`src/rtl/riscv_lsu_pkg.sv`:
```
// Shared encodings for the RV32I load/store unit: funct3 sizes, fault codes
// and the access FSM states.
package riscv_lsu_pkg;

  localparam logic [2:0] F3_LB  = 3'b000;
  localparam logic [2:0] F3_LH  = 3'b001;
  localparam logic [2:0] F3_LW  = 3'b010;
  localparam logic [2:0] F3_LBU = 3'b100;
  localparam logic [2:0] F3_LHU = 3'b101;

  typedef enum logic [1:0] {
    FAULT_NONE     = 2'b00,
    FAULT_MISALIGN = 2'b01,
    FAULT_TIMEOUT  = 2'b10,
    FAULT_ILLEGAL  = 2'b11
  } lsu_fault_e;

  typedef enum logic [1:0] {
    IDLE = 2'b00,
    REQ  = 2'b01,
    DONE = 2'b10
  } lsu_state_e;

endpackage

```
`src/rtl/lsu_align.sv`:
```
// Byte-lane steering for RV32I accesses: store strobes/data replication,
// load byte/half extraction with sign or zero extension, and access checks.
module lsu_align
  import riscv_lsu_pkg::*;
(
  input  logic [2:0]  funct3_i,
  input  logic [1:0]  addr_lo_i,
  input  logic [31:0] store_data_i,
  input  logic [31:0] rdata_i,
  output logic [3:0]  wstrb_o,
  output logic [31:0] wdata_o,
  output logic [31:0] load_val_o,
  output logic        misaligned_o,
  output logic        illegal_o
);

  logic [7:0]  byte_sel;
  logic [15:0] half_sel;
  logic        is_unsigned;

  always_comb begin
    byte_sel     = rdata_i[{addr_lo_i, 3'b000} +: 8];
    half_sel     = addr_lo_i[1] ? rdata_i[31:16] : rdata_i[15:0];
    is_unsigned  = (funct3_i == F3_LBU) || (funct3_i == F3_LHU);
    illegal_o    = (funct3_i == 3'b011) || (funct3_i[2:1] == 2'b11);
    misaligned_o = 1'b0;
    wstrb_o      = 4'b0000;
    wdata_o      = store_data_i;
    load_val_o   = rdata_i;
    // funct3[1:0] carries the access size; funct3[2] only selects zero-extension.
    case (funct3_i[1:0])
      2'b00: begin
        wstrb_o    = 4'b0001 << addr_lo_i;
        wdata_o    = {4{store_data_i[7:0]}};
        load_val_o = is_unsigned ? {24'b0, byte_sel} : {{24{byte_sel[7]}}, byte_sel};
      end
      2'b01: begin
        misaligned_o = addr_lo_i[0];
        wstrb_o      = addr_lo_i[1] ? 4'b1100 : 4'b0011;
        wdata_o      = {2{store_data_i[15:0]}};
        load_val_o   = is_unsigned ? {16'b0, half_sel} : {{16{half_sel[15]}}, half_sel};
      end
      2'b10: begin
        misaligned_o = |addr_lo_i;
        wstrb_o      = 4'b1111;
        wdata_o      = store_data_i;
        load_val_o   = rdata_i;
      end
      default: ;
    endcase
  end

endmodule

```
`src/rtl/load_store_unit.sv`:
```
// RV32I load/store unit: stalls the core while one access runs over a
// word-wide ready/valid bus, returning aligned load data and a fault code.
module load_store_unit
  import riscv_lsu_pkg::*;
#(
  parameter int unsigned TIMEOUT_CYCLES = 255,
  parameter int unsigned ADDR_W         = 32
) (
  input  logic              clk,
  input  logic              reset,
  input  logic              mem_valid,
  input  logic              mem_write,
  input  logic [2:0]        funct3,
  input  logic [ADDR_W-1:0] addr,
  input  logic [31:0]       store_data,
  output logic [31:0]       load_data,
  output logic              stall,
  output logic [1:0]        fault,
  output logic              bus_req,
  output logic              bus_we,
  output logic [ADDR_W-1:0] bus_addr,
  output logic [3:0]        bus_wstrb,
  output logic [31:0]       bus_wdata,
  input  logic              bus_ready,
  input  logic [31:0]       bus_rdata,
  output lsu_state_e        dbg_state
);

  localparam int unsigned       CNT_W    = (TIMEOUT_CYCLES > 1) ? $clog2(TIMEOUT_CYCLES) : 1;
  localparam logic [CNT_W-1:0]  CNT_LAST = CNT_W'(TIMEOUT_CYCLES - 1);

  lsu_state_e        state_q;
  lsu_fault_e        fault_q;
  logic [31:0]       load_data_q;
  logic              bus_req_q, bus_we_q;
  logic [ADDR_W-1:0] bus_addr_q;
  logic [3:0]        bus_wstrb_q;
  logic [31:0]       bus_wdata_q;
  logic [2:0]        f3_q;
  logic [1:0]        off_q;
  logic [CNT_W-1:0]  cnt_q, cnt_d;

  logic [2:0]  align_f3;
  logic [1:0]  align_off;
  logic [3:0]  al_wstrb;
  logic [31:0] al_wdata, al_load;
  logic        al_misaligned, al_illegal;

  // Checks use the live request while idle; extraction uses the latched one.
  always_comb begin
    align_f3  = (state_q == IDLE) ? funct3 : f3_q;
    align_off = (state_q == IDLE) ? addr[1:0] : off_q;
    cnt_d     = cnt_q + 1'b1;
  end

  lsu_align u_align (
    .funct3_i     (align_f3),
    .addr_lo_i    (align_off),
    .store_data_i (store_data),
    .rdata_i      (bus_rdata),
    .wstrb_o      (al_wstrb),
    .wdata_o      (al_wdata),
    .load_val_o   (al_load),
    .misaligned_o (al_misaligned),
    .illegal_o    (al_illegal)
  );

  always_ff @(posedge clk or posedge reset) begin
    if (reset) begin
      state_q     <= IDLE;
      fault_q     <= FAULT_NONE;
      load_data_q <= '0;
      bus_req_q   <= 1'b0;
      bus_we_q    <= 1'b0;
      bus_addr_q  <= '0;
      bus_wstrb_q <= '0;
      bus_wdata_q <= '0;
      f3_q        <= '0;
      off_q       <= '0;
      cnt_q       <= '0;
    end else begin
      case (state_q)
        IDLE: begin
          if (mem_valid) begin
            if (al_illegal) begin
              fault_q <= FAULT_ILLEGAL;
              state_q <= DONE;
            end else if (al_misaligned) begin
              fault_q <= FAULT_MISALIGN;
              state_q <= DONE;
            end else begin
              bus_req_q   <= 1'b1;
              bus_we_q    <= mem_write;
              bus_addr_q  <= {addr[ADDR_W-1:2], 2'b00};
              bus_wstrb_q <= mem_write ? al_wstrb : 4'b0000;
              bus_wdata_q <= mem_write ? al_wdata : 32'b0;
              f3_q        <= funct3;
              off_q       <= addr[1:0];
              cnt_q       <= '0;
              state_q     <= REQ;
            end
          end
        end
        REQ: begin
          if (bus_ready) begin
            bus_req_q <= 1'b0;
            if (!bus_we_q) load_data_q <= al_load;
            fault_q   <= FAULT_NONE;
            state_q   <= DONE;
          end else if (cnt_q == CNT_LAST) begin
            bus_req_q <= 1'b0;
            fault_q   <= FAULT_TIMEOUT;
            state_q   <= DONE;
          end else begin
            cnt_q <= cnt_d;
          end
        end
        DONE: begin
          fault_q <= FAULT_NONE;
          state_q <= IDLE;
        end
        default: state_q <= IDLE;
      endcase
    end
  end

  assign stall     = mem_valid && (state_q != DONE);
  assign load_data = load_data_q;
  assign fault     = fault_q;
  assign bus_req   = bus_req_q;
  assign bus_we    = bus_we_q;
  assign bus_addr  = bus_addr_q;
  assign bus_wstrb = bus_wstrb_q;
  assign bus_wdata = bus_wdata_q;
  assign dbg_state = state_q;

endmodule

```
`config.mk`:
```
export PLATFORM = sky130hd
export DESIGN_NAME = load_store_unit
export DESIGN_NICKNAME = d
export VERILOG_FILES = /design/src/rtl/riscv_lsu_pkg.sv /design/src/rtl/lsu_align.sv /design/src/rtl/load_store_unit.sv
export SDC_FILE = /design/constraint.sdc
export NUM_CORES = 1
export LEC_CHECK = 0
export CORE_AREA = 2 2 118 120
export CTS_CLUSTER_SIZE = 25
export DETAILED_ROUTE_END_ITERATION = 7
export DIE_AREA = 0 0 120 122
export MAX_ROUTING_LAYER = met4
export PLACE_DENSITY = 0.79
export SLEW_MARGIN = 20
export SYNTH_ARGS = -nofsm -noshare
export SYNTH_HDL_FRONTEND = slang
export SYNTH_SLANG_ARGS = --single-unit
```
`constraint.sdc`:
```
create_clock -name clk -period 4.55 [get_ports clk]
set_input_delay 0.455 -clock clk [delete_from_list [all_inputs] [get_ports clk]]
set_output_delay 0.455 -clock clk [all_outputs]
set_load 0.02 [all_outputs]
```
==> Word level (Yosys, flattened, before mapping) <==
Cells that the tools add are included.
{ "totals": {"word_cells": 83, "regBits": 117, "out_inout_bits": 107} }
{ "classes": {"shift": 2, "addsub": 1, "bitwise": 3, "n_mux": 35, "reduce_logical": 14, "eq_ne": 17} }
{ "op_table": {"columns": ["cell", "count"], "rows": [
  ["32-bit one-hot mux with 2 select lines", 2],
  ["32-bit two-way mux", 3],
  ["8-bit two-way mux", 5],
  ["32-bit by 6-bit indexed part select with 8-bit output", 1],
  ["2-bit two-way mux", 10],
  ["16-bit two-way mux", 1],
  ["8-bit one-hot mux with 2 select lines", 1],
  ["2-bit != test (second input constant)", 6],
  ["4-bit one-hot mux with 3 select lines", 1],
  ["8-bit by 1-bit adder with 8-bit output (second input constant)", 1],
  ["8-bit == test (second input constant)", 1],
  ["4-bit two-way mux", 2],
  ["4-bit AND reduction", 2],
  ["2-bit == test (second input constant)", 3],
  ["3-bit == test (second input constant)", 2],
  ["3-bit != test (second input constant)", 2],
  ["2-bit one-hot mux with 3 select lines", 1],
  ["6-bit AND reduction", 1],
  ["1-bit two-way mux", 5],
  ["5-bit AND reduction", 1],
  ["2-bit by 1-bit == test with 1-bit output (second input constant)", 2],
  ["2-bit zero test", 2],
  ["1-bit one-hot mux with 2 select lines", 2],
  ["2-bit one-hot mux with 2 select lines", 1],
  ["other kinds (11)", 14]
]} }

==> Logic depth before layout (Yosys ltp) <==
Gate-level depths: netlist (run 1).
{ "depth": {"word_depth": 8, "depth_mapped": 15} }

==> By module <==
From an unflattened synthesis (run 1), not the netlist that was laid out.
{ "unflattened": {"cells_unflattened": 640, "hier_area_um2": 6042.0} }
{ "by_module_without_submodules": {"columns": ["mod", "area_each_um2", "seq_area_each_um2", "cells_each", "instances"], "rows": [
  ["load_store_unit", 4808.4, 2927.8, 470, 1],
  ["lsu_align", 1233.7, 0.0, 170, 1]
]} }

==> Worst setup path after synthesis (run 1) <==
No wires, ideal clock.
{ "synth_path": {"path_type": "flip-flop to flip-flop", "start": "register state_q[1], in the netlist dbg_state[1]", "end": "register bus_addr_q[10], in the netlist bus_addr[10]", "arrival_time_ps": 2932, "n_path_buf": 4, "synth_period_minus_slack_ps": 3056, "path_stages_with_launch": 12, "slack_ps": 1494, "cell_sequence": "dfrtp_1 -> inv_1 -> ha_1 -> buf_6 -> buf_2 -> mux2_2 -> ha_1 -> a211oi_2 -> a21bo_2 -> buf_2 -> buf_2 -> mux2_2"} }
{ "synth_between": {"elab_chain_len": 6} }
{ "synth_rtl": {"columns": ["element", "line", "rtl"], "rows": [
  ["from (decl)", "load_store_unit.sv:32", "lsu_state_e state_q;"],
  ["from (signal assigned)", "load_store_unit.sv:70", "state_q <= IDLE;"],
  ["from (signal assigned)", "load_store_unit.sv:87", "state_q <= DONE;"],
  ["from (signal assigned)", "load_store_unit.sv:90", "state_q <= DONE;"],
  ["2-bit zero test *", "load_store_unit.sv:51, load_store_unit.sv:52, load_store_unit.sv:82", null],
  ["3-bit two-way mux / 2-bit two-way mux (equally long branches)", "load_store_unit.sv:51, load_store_unit.sv:52", null],
  ["2-bit == test (tied with other cells)", "lsu_align.sv:31", "case (funct3_i[1:0])"],
  ["1-bit one-hot mux with 2 select lines / 1-bit logical OR (equally long branches)", "lsu_align.sv:31, lsu_align.sv:25", null],
  ["1-bit NOT (no source line)", null, null],
  ["4-bit AND reduction (no source line) *", null, null],
  ["to (signal assigned)", "load_store_unit.sv:94", "bus_addr_q <= {addr[ADDR_W-1:2], 2'b00};"],
  ["to (decl)", "load_store_unit.sv:36", "logic [ADDR_W-1:0] bus_addr_q;"]
]} }
Every way passes the cells marked *; elsewhere a longest branch is shown, timed or not.
A chain may end at the register's enable or synchronous reset.

==> Worst setup path after layout (run 1) <==
{ "layout_path": {"start": "register state_q[1], in the netlist dbg_state[1]", "end": "register bus_wdata_q[9], in the netlist bus_wdata[9]"} }
{ "layout_between": {"elab_chain_len": 6} }
{ "layout_rtl": {"columns": ["element", "line", "rtl"], "rows": [
  ["2-bit zero test *", "load_store_unit.sv:51, load_store_unit.sv:52, load_store_unit.sv:82", null],
  ["3-bit two-way mux / 2-bit two-way mux (equally long branches)", "load_store_unit.sv:51, load_store_unit.sv:52", null],
  ["2-bit == test (tied with other cells)", "lsu_align.sv:31", null],
  ["1-bit one-hot mux with 2 select lines / 1-bit logical OR (equally long branches)", "lsu_align.sv:31, lsu_align.sv:25", null],
  ["1-bit NOT (no source line)", null, null],
  ["4-bit AND reduction (no source line)", null, null],
  ["to (signal assigned)", "load_store_unit.sv:96", "bus_wdata_q <= mem_write ? al_wdata : 32'b0;"],
  ["to (decl)", "load_store_unit.sv:38", "logic [31:0] bus_wdata_q;"]
]} }
Marks and branches as above.

==> results_dict.tcl, run 1 <==
set metrics [dict create \
    fin_ws_ns 1.077 \
    seq_area_um2 2928 \
    netlist_area_um2 5989 \
    wl_per_cell_um 18.34 \
    status "finished, final reports clean" \
    wl_um 18140 \
    grt_max_degree 58 \
    reg2reg_depth 9 \
    drv_slew 0 \
    fp.dieH_um 122 \
    dp.cells 956 \
    root_buffer "clkbuf_16" \
    rr_startpoint "dbg_state[1]" \
    syn-instance-count 603 \
    ys.flop_type "dfrtp_1" \
    drc_errors 0 \
    grtUsageTotal_pct 25.91 \
    max_freq_ghz 0.2879 \
    rrSetupSlack_ns 1.08 \
    layout-drive-gt1-share_pct 14.09 \
    ant_nets 0 \
    start_util_pct 44.35 \
    tns_ns 0 \
    cts_sinks 117 \
    syn_avg_cell_area_um2 9.933 \
    arrival_ns 3.78 \
    fin_crit_ns 3.473 \
    cts.htree.levels 4 \
    final.period_utilization_pct 76.33 \
    cts_tree "built" \
    required_ns 4.86 \
    ys_warn_count 0 \
    viasPerCell 5.588 \
    ys_types 54 \
    die_w_um 120 \
    min_from "bus_wdata[1]" \
    ioPinCount 211 \
    die_area_um2 14640 \
    rsz0062_at_grt "no" \
    p_leak_nw 3.721 \
    numCtsBuffers 17 \
    ys_ff_latch 117 \
    portBuffers 208 \
    worst_slew_pin_slew_ns 1.070 \
    end_kind "flip-flop" \
    grt_pass1_wl_um 28690 \
    timing.rr.end "bus_wdata[9]" \
    multi_input_area_um2 2855 \
    path_clk_slew_ns 0.05 \
    start_kind "flip-flop" \
    finalSetupViolCount 0 \
    powerDensity_nw_per_um2 763.7 \
    drv_cap 0 \
    crit_fanout 47 \
    clk_path_buf_depth 2 \
    dp_slack_ns 1.109 \
    hold_viol 0 \
    insertion_delay_ns 0.41 \
    antenna_cells 0 \
    dp_hpwl_um 12950 \
    finalClockSkew_ns 0.007258 \
    crit_type "reg -> reg" \
    hold_buffers 0 \
    grt_overflow_total 0 \
    async_reset_ff_share_pct 100.0 \
    yosysSeqAreaShare_pct 48.88 \
    grt_pass1_vias 5476 \
    hold_ws_ns 0.4768 \
    hp-class "reg -> reg" \
    final_core_util_pct 65.31 \
    fp-row-count 43 \
    antenna_found_initial 0 \
    num_vias 5527 \
    min_to "bus_wdata[1]" \
    routabilityCongestion 0.9003 \
    nFillCells 1042 \
    hold_depth 2 \
    ir_drop_mv 0.3645 \
    drtIter0Drc 531 \
    core_region_area_um2 13500 \
    synthToLayoutAreaGrowth_pct 47.25 \
    post_cts_buffers 0 \
    relSlewSlack_pct 28.47 \
    drt_first_pass_iters 5 \
    nets 910 \
    ctsResizeCount 0 \
    final_cells 989 \
    synth_edf_count 0 \
]
## stage by stage
| stage | total power [W] | instance area, um2 |
|---|---|---|
| 2_1_floorplan | 0.003960 | 5993 |
| 3_3_place_gp | 0.005253 | 8199 |
| 3_5_place_dp | 0.005363 | 8199 |
| 4_1_cts | 0.006755 | 8800 |
| 5_1_grt | 0.007147 | 8820 |
| 6_report | 0.006735 | 8820 |
## placed cells by master, fill, tap and decap left out, types with 3 or more instances in the layout
cell             count
clkbuf_16           17
nor2b_1              5
inv_1                8
nand2b_1             3
nor2_1              62
mux2i_1              5
nand3_1              6
nor3_1               3
mux2_2              57
mux4_2               4
a32o_1               3
a21oi_1             19
bufinv_16            3
a21o_1               4
nand2_1            113
o21ai_0             32
dfrtp_1            117
nand4_1              3
mux4_1               3
o31ai_1             22
ha_1                10
clkinvlp_4           4
clkinv_2             4
clkdlybuf4s50_1    208
a22o_1               8
buf_4                7
a31oi_1             24
a22oi_1             14
## Yosys cell counts (3+ instances only)
master	n	area share, %
o21ai_0	32	2.7
nor3_1	3	0.25
inv_1	9	0.56
buf_2	8	0.67
a21oi_1	19	1.6
a22oi_1	14	1.8
a32o_1	3	0.50
nand2b_1	3	0.31
nand3_1	6	0.50
nand4_1	3	0.31
nor2_1	64	4.0
mux4_1	3	1.3
dfrtp_1	117	49
a22o_1	8	1.2
o31ai_1	22	2.8
a21o_1	4	0.50
nor2b_1	5	0.52
ha_1	10	2.1
clkbuf_1	31	1.9
a31oi_1	24	2.5
nand2_1	113	7.1
mux2_2	57	11
mux2i_1	5	0.84
mux4_2	4	1.5
## metal layers
layer | up-vias | routed length, um | track usage [%]
met5 | - | 0 | -
met4 | 0 | 640 | 11.54
met3 | 52 | 1215 | 5.243
met2 | 278 | 9169 | 42.65
met1 | 2677 | 7114 | 30.91
li1 | 2520 | - | -
## report_power, final
group	switching, W	internal (W)	total (W)
logic	0.00196	0.00164	0.00360
registers	0.000286	0.00150	0.00179
clock network	0.000479	0.000871	0.00135
## how the worst max path moves through the flow
stage                            start            end  slack (ns)  cells past startpoint
after floorplan                  reset   bus_addr[10]        0.99                      1
after global placement       funct3[0]  bus_wdata[24]        1.25                      8
after detailed placement     funct3[0]  bus_wdata[11]        1.11                      8
after CTS                 dbg_state[1]  bus_wdata[11]        1.13                      9
after global routing      dbg_state[1]  bus_wdata[12]        0.80                      9
final                     dbg_state[1]   bus_wdata[9]        1.08                      9
## flip-flops by register name (all words and copies together), names as in the netlist
name       count
bus_addr      30
load_data     32
dbg_state      2
bus_we         1
f3_q           3
fault          2
cnt_q          8
off_q          2
bus_wdata     32
bus_req        1
bus_wstrb      4
## worst max-delay path, cell delays in order, from the launching register on
cell and delay (ns):
dfrtp_1 0.41, inv_1 0.11, ha_1 0.23, mux2i_1 0.37
inv_1 0.12, ha_1 0.33, buf_4 0.27, nor2_4 0.85
o21ai_0 0.31, o31ai_1 0.34
## cell type report
class	instances	area share [%]
Multi-Input combinational cell	434	32.37
Clock inverter	13	1.787
Timing Repair Buffer	217	24.66
Clock buffer	19	5.022
Sequential cell	117	33.20
Tap cell	180	2.554
Inverter	9	0.4114
## logic make-up after synthesis
kind of cell    count (synthesis)  share of synthesized area (%)
simple gates                  214                          15.21
compound gates                137                          15.04
flops                         117                          48.88
mux                            71                          14.85
buf+inv                        53                          3.864
fa+ha+maj                      10                          2.089
other cells                     1                        0.06261
Power figures use the tool's default switching activity.
==> inputs of run 2 (changes only) <==
clock period = 3.3 ns   (was 4.55 ns; I/O delays follow)
==> run 2 against run 1 <==
Critical path type unchanged; register-to-register slack got worse by 0.62 ns; flip-flop and latch count did not move; final area grew 0.47%.
==> results_dict.tcl, run 2 (synthesized netlist as in run 1, its figures left out) <==
set metrics [dict create \
    rrSetupSlack_ns 0.46 \
    wl_per_cell_um 17.66 \
    reg2reg_depth 8 \
    p_leak_nw 3.752 \
    fp.dieH_um 122 \
    numCtsBuffers 17 \
    cp_cell_sequence "inv_1, ha_1, mux2_2, ha_1, a211oi_2, a21o_1, nor3b_1, mux2_2" \
    grt_max_degree 66 \
    wl_um 17480 \
    finalClockSkew_ns 0.008469 \
    drtIter0Drc 451 \
    grt_pass1_wl_um 27520 \
    powerDensity_nw_per_um2 1056 \
    drt_first_pass_iters 5 \
    tns_ns 0 \
    layout-drive-gt1-share_pct 13.83 \
    start_util_pct 44.35 \
    path_delay_family "multiplexers" \
    antenna_cells 0 \
    grtUsageTotal_pct 24.83 \
    path_clk_slew_ns 0.05 \
    antenna_found_initial 0 \
    required_ns 3.60 \
    final_common_cell "clkdlybuf4s50_1" \
    routabilityCongestion 0.8959 \
    cp_slowest_cell "dfrtp_1" \
    rsz0062_at_grt "no" \
    ant_nets 0 \
    max_freq_ghz 0.3520 \
    insertion_delay_ns 0.41 \
    grt_overflow_total 0 \
    ir_drop_mv 0.4755 \
    die_area_um2 14640 \
    core_region_area_um2 13500 \
    final.period_utilization_pct 86.08 \
    num_vias 5382 \
    endpoint "fault[1]" \
    hp-class "in -> async" \
    drv_slew 0 \
    hold_viol 0 \
    final_core_util_pct 65.62 \
    critPathLaunch "dbg_state[1]" \
    drc_errors 0 \
    cp_num_cells 8 \
    synthToLayoutAreaGrowth_pct 47.94 \
    fp-row-count 43 \
    ctsResizeCount 0 \
    ioPinCount 211 \
    critPathMaxStageDelay_ns 0.42 \
    crit_fanout 5 \
    start_kind "flip-flop" \
    relSlewSlack_pct 35.60 \
    end_kind "flip-flop" \
    die_w_um 120 \
    cts_tree "built" \
    root_buffer "clkbuf_16" \
    status "finished, final reports clean" \
    timing.rr.end "fault[1]" \
    viasPerCell 5.436 \
    path_buf_inv 1 \
    arrival_ns 3.14 \
    rr_startpoint "dbg_state[1]" \
    nets 911 \
    finalSetupViolCount 0 \
    worst_slew_pin_slew_ns 0.9630 \
    drv_cap 0 \
    dp_hpwl_um 12690 \
    cts_sinks 117 \
    crit_type "reg -> reg" \
    layout_common_cells "clkdlybuf4s50_1 (208), dfrtp_1 (117), nand2_1 (113), nor2_1 (62), mux2_2 (57)" \
    post_cts_buffers 0 \
    clk_path_buf_depth 2 \
    portBuffers 208 \
    hold_buffers 0 \
    fin_crit_ns 2.841 \
    cts.htree.levels 4 \
    grt_pass1_vias 5283 \
]
run 2: metrics by stage:
stage	total power [W]	hold WS [ns]	setup WS, ns	instance area [um2]	std cells
2_1_floorplan	0.005461	0.4660	0.2437	5997	604
3_3_place_gp	0.007332	0.4605	0.5900	8253	958
3_5_place_dp	0.007472	0.4668	0.4800	8253	958
4_1_cts	0.009399	0.3900	0.4623	8861	990
5_1_grt	0.009921	0.4255	0.1541	8861	990
6_report	0.009358	0.3834	0.4593	8861	990
run 2: how the worst min path moves through the flow:
stage / to / slack (ns) / cells after the start
floorplan: bus_wdata[6] / 0.47 / 2
global placement: bus_wdata[14] / 0.46 / 2
detailed placement: bus_wstrb[0] / 0.47 / 2
CTS: bus_addr[31] / 0.39 / 3
global route: cnt_q[5] / 0.43 / 3
finish: bus_addr[31] / 0.38 / 3
run 2: report_power, final:
group | switching (W) | internal, W | total [W]
sequential | 0.000389 | 0.00207 | 0.00246
clock | 0.000618 | 0.00128 | 0.00189
combinational | 0.00269 | 0.00231 | 0.00501
run 2: layout make-up:
type	count	area, um2
Clock buffer	22	454.2
Clock inverter	10	153.9
Fill cell	1023	4643
Inverter	9	37.54
Multi-Input combinational cell	434	2855
Sequential cell	117	2928
Tap cell	180	225.2
Timing Repair Buffer	218	2207
run 2: worst register-to-register path, delay by kind of cell (launching register included):
family          cells  cell delay (ns)
simple gates        1             0.35
flops               1             0.42
fa+ha+maj           2             0.54
compound gates      2             0.55
buf+inv             1             0.11
mux                 2             0.76
run 2: routing by layer:
layer / up-vias / track usage [%] / wire, um
met2: 218 / 41.48 / 8898
li1: 2532 / - / -
met3: 30 / 4.963 / 1143
met5: - / - / 0
met1: 2602 / 29.48 / 7003
met4: 0 / 10.22 / 433
